`config.mk`:
```
export PLATFORM = sky130hd
export DESIGN_NAME = reg_file_param
export DESIGN_NICKNAME = d
export VERILOG_FILES = /design/src/rtl/reg_file_param.sv
export SDC_FILE = /design/constraint.sdc
export NUM_CORES = 2
export LEC_CHECK = 0
export CAP_MARGIN = 25
export CELL_PAD_IN_SITES_DETAIL_PLACEMENT = 0
export CELL_PAD_IN_SITES_GLOBAL_PLACEMENT = 1
export CORE_MARGIN = 1.5
export CORE_UTILIZATION = 40
export CTS_CLUSTER_SIZE = 25
export DETAILED_ROUTE_END_ITERATION = 6
export PLACE_DENSITY = 0.73
export SETUP_SLACK_MARGIN = 0.05
export SYNTH_ARGS = -nofsm -noshare
export SYNTH_HDL_FRONTEND = slang
export SYNTH_SLANG_ARGS = --single-unit
export TNS_END_PERCENT = 50
```
`constraint.sdc`:
```
create_clock -name clock -period 5.5 [get_ports clock]
set_input_delay 1.65 -clock clock [delete_from_list [all_inputs] [get_ports clock]]
set_output_delay 1.65 -clock clock [all_outputs]
set_load 0.02 [all_outputs]
```
`src/rtl/reg_file_param.sv`:
```
// Parametrised multi-port register file with byte-enable writes, optional
// write-to-read bypass, optional hardwired zero entry and a sequential clear engine.
module reg_file_param #(
    parameter int DATA_WIDTH = 32,
    parameter int ADDR_WIDTH = 5,
    parameter int NUM_READ   = 2,
    parameter int ZERO_REG   = 1,
    parameter int BYPASS     = 1
) (
    input  logic                           clock,
    input  logic                           reset,
    input  logic                           clearRequest,
    input  logic                           writeEnable,
    input  logic [DATA_WIDTH/8-1:0]        byteEnable,
    input  logic [ADDR_WIDTH-1:0]          writeAddress,
    input  logic [DATA_WIDTH-1:0]          writeData,
    input  logic [NUM_READ*ADDR_WIDTH-1:0] readAddress,
    output logic [NUM_READ*DATA_WIDTH-1:0] readData,
    output logic                           ready
);

    localparam int DEPTH     = 1 << ADDR_WIDTH;
    localparam int NUM_BYTES = DATA_WIDTH / 8;

    typedef enum logic {
        CLEAR,
        RUN
    } state_t;

    state_t                  state;
    state_t                  state_next;
    logic [ADDR_WIDTH-1:0]   clear_count;
    logic [DATA_WIDTH-1:0]   mem [DEPTH];
    logic [DATA_WIDTH-1:0]   merged;
    logic                    write_active;

    // A write is effective only in RUN, without a competing clear request,
    // and never to the hardwired zero entry.
    assign write_active = (state == RUN) && writeEnable && !clearRequest &&
                          !((ZERO_REG != 0) && (writeAddress == '0));

    assign ready = (state == RUN);

    always_comb begin
        merged = mem[writeAddress];
        for (int unsigned i = 0; i < NUM_BYTES; i++) begin
            if (byteEnable[i]) begin
                merged[8*i +: 8] = writeData[8*i +: 8];
            end
        end
    end

    always_comb begin
        state_next = state;
        case (state)
            CLEAR:   if (clear_count == '1) state_next = RUN;
            RUN:     if (clearRequest)      state_next = CLEAR;
            default: state_next = CLEAR;
        endcase
    end

    always_ff @(posedge clock) begin
        if (reset) begin
            state       <= CLEAR;
            clear_count <= '0;
        end else begin
            state <= state_next;
            if (state == CLEAR) begin
                clear_count <= clear_count + 1'b1;
            end else if (clearRequest) begin
                clear_count <= '0;
            end
        end
    end

    always_ff @(posedge clock) begin
        if (!reset) begin
            if (state == CLEAR) begin
                mem[clear_count] <= '0;
            end else if (write_active) begin
                mem[writeAddress] <= merged;
            end
        end
    end

    always_comb begin
        readData = '0;
        for (int unsigned k = 0; k < NUM_READ; k++) begin
            if ((state == RUN) &&
                !((ZERO_REG != 0) && (readAddress[k*ADDR_WIDTH +: ADDR_WIDTH] == '0))) begin
                if ((BYPASS != 0) && write_active &&
                    (readAddress[k*ADDR_WIDTH +: ADDR_WIDTH] == writeAddress)) begin
                    readData[k*DATA_WIDTH +: DATA_WIDTH] = merged;
                end else begin
                    readData[k*DATA_WIDTH +: DATA_WIDTH] =
                        mem[readAddress[k*ADDR_WIDTH +: ADDR_WIDTH]];
                end
            end
        end
    end

endmodule

```
==> out/qor.txt <==
Core Box Area -> 0.152 mm^2
Combinational Power Share -> 0.132
via count -> 44500
f_max -> 0.174 GHz
Antenna Nets Post-Route -> 0
reg2reg start -> mem[11][26]$_DFFE_PP_
Seq pwr share -> 0.468
Final Cell Area -> 0.0760 mm^2
vias per cell -> 6.73
R2R depth -> 22
std cell rows -> 143
max cap viols -> 0
Final Worst Setup Slack -> -0.236 ns
Ys Warns -> 0
post-synth top area share -> 0.504
First DRT Iteration DRCs -> 6951
Total Nets Final -> 4555
Clock power frac -> 0.400
async set-reset flop share out of synthesis -> 0
Post-Syn Area -> 0.0610 mm^2
drt first pass iters -> 6
die width -> 394 um
CTS Buf Count -> 111
register bit total from synthesis -> 1030
die height -> 394 um
Post-synth top cells -> edfxtp_1, mux4_2, mux2i_1, nand2_1, nand3_1
layout cells sized above 1 -> 0.408
Top Ports -> 120
minimum clock period -> 5.74 ns
Post-synth EDFFs -> 1024
area leader, netlist -> edfxtp_1
worst-margin pin slew -> 1.10 ns
Pwr Density -> 242 mW/mm^2
worst r2r dst -> mem[26][26]$_DFFE_PP_
root buf cell -> clkbuf_16
Lkg Pwr -> 0.0282 uW
count leader, synth -> edfxtp_1
Worst EP arrival -> 4.09 ns
HPWL after DPL -> 148000 um
violated checks -> setup timing
hold path start -> clear_count[1]$_SDFFE_PP0P_
Final Skew -> 0.0416 ns
PortBufs -> 119
Layout area overhead -> 24.5%
Setup-failing EPs final -> 53
die area -> 0.155 mm^2
sequential share of the synthesized area -> 0.506
unrepaired setup endpoints after global routing -> yes
Cells after Synth -> 3874
drt drc -> 0
Hold EP -> clear_count[1]$_SDFFE_PP0P_
Tot GR Track Use -> 0.292
H-tree Lvls -> 3
Avg Inst Size Synth -> 15.8 um^2
CTS tree -> built
clk_lat worst skew -> 0.75 ns
CP Capture Type -> primary output
fin crit share -> 1.04
filler instances -> 12600
Internal -> 13900 uW
DP Area -> 0.0703 mm^2
Hold WC Path Type -> flip-flop to flip-flop
initial antenna violation count -> 4
prevailing post-synth register cell -> edfxtp_1
CTS Hold Bufs -> 0
clk buf depth -> 3
Hold Fails Final Rpt -> 0
Synth area leaders -> edfxtp_1, mux4_2, mux2i_1
total power -> 18400 uW
syn_nets -> 3931
flop2flop setup slack -> 1.66 ns
clk sinks -> 1030
Sw Share -> 0.246
Req. time, crit path -> 3.85 ns
Worst slew margin -> 0.266
synth unique cells -> 46
Startpoint Class -> primary input
Switch Pwr -> 4530 uW
Hold Path Stages -> 2
clk slew on worst S/H paths -> 0.06 ns
CP Class -> primary input to primary output
critical path peak fanout -> 5
gr ovfl total -> 0
WL per Instance -> 35.0 um
vias in the first global route -> 44000
final slew viol count -> 0
pin count of the biggest net entering global routing -> 56
drt total wl -> 232000 um
Initial Utilization -> 0.402
global-route wire length before repair -> 326000 um
GP Congestion -> 0.919
status -> finished, violations left
Max rail drop VDD -> 0.271 mV
## registers in the layout, indices dropped and copies added (netlist names)
name,count
clear_count,5
ready,1
mem,1024
## layer usage
layer / vias to the layer above / track usage / share of wire
met2: 3296 / 0.445 / 0.45
met1: 23000 / 0.397 / 0.37
met5: - / 0 / 0.000091
li1: 17600 / - / -
met3: 583 / 0.0737 / 0.13
met4: 4 / 0.130 / 0.049
## power groups by stage
stage          logic, uW  registers (uW)  clock network [uW]
2_1_floorplan       1220            8750                   0
3_3_place_gp        2210            8770                   0
3_5_place_dp        2230            8770                   0
4_1_cts             2330            8600                7410
5_1_grt             2520            8600                7700
6_report            2440            8600                7360
## layout by cell type (no fill, tap or decap), types with 91 or more instances in the layout
master     instances
mux4_2           718
edfxtp_1        1024
nand3_1          185
buf_4            541
mux2i_1          582
buf_12           174
nand2_1          221
o211ai_1          91
clkbuf_16        123
a21oi_1          149
## worst max-delay path, stage by stage
cell and delay [ns]:
buf_16 0.16, buf_16 0.14, buf_12 0.12, buf_12 0.10, mux4_2 0.48, mux4_2 0.49
mux2i_2 0.24, nor2_2 0.06, a21oi_2 0.17, buf_4 0.17, o21ai_4 0.09, buf_6 0.15
## logic make-up after synthesis
kind of cell             synth area share
adder cells (fa/ha/maj)          0.000410
multiplexers                        0.367
flip-flops                          0.506
buffers and inverters              0.0256
AO/OA/AOI/OAI                      0.0555
AND/OR/NAND/NOR                    0.0444
XOR/XNOR                          0.00144
## how the worst max path moves through the flow
stage	startpoint	endpoint	slack, ns	cells past startpoint
final	writeAddress[0]	readData[61]	-0.24	12
after global routing	writeAddress[0]	readData[29]	-0.25	12
after CTS	writeAddress[0]	readData[49]	-0.32	10
after detailed placement	clearRequest	readData[42]	-1.00	10
after global placement	clearRequest	readData[42]	-0.98	10
after floorplan	writeAddress[2]	readData[39]	0.05	9
## layout make-up
class                      count  area [um^2]  share of cell area
timing repair buffer         878         9690               0.128
clock buffer                 143         2950              0.0388
inverter                       3         13.8            0.000181
clock inverter                58          534             0.00703
antenna                        3         7.51           0.0000988
sequential                  1030        30900               0.406
tap                         2030         2540              0.0334
multi-input combinational   2474        29400               0.386
## stage by stage
step	util	cells	hold slack [ns]	setup TNS, ns	setup WS (ns)
5_1_grt	0.501	6617	0.607	-9.08	-0.247
3_5_place_dp	0.463	6293	0.560	-47.43	-1.00
2_1_floorplan	-	3874	0.518	0	0.0504
6_report	0.501	6619	0.568	-6.56	-0.236
3_3_place_gp	0.463	6289	0.552	-47.47	-0.982
4_1_cts	0.493	6557	0.568	-9.99	-0.323
## what timing repair did
| item | 4_1_cts | 5_1_grt |
|---|---|---|
| pin swaps | 14 | 18 |
| endpoints found under the hold margin | 0 | 0 |
| setup endpoints to repair | 64 | 64 |
| gates cloned | 9 | 11 |
| gates resized for setup | 333 | 199 |
| setup buffers | 56 | 47 |
(Power assumes the default switching activity.)
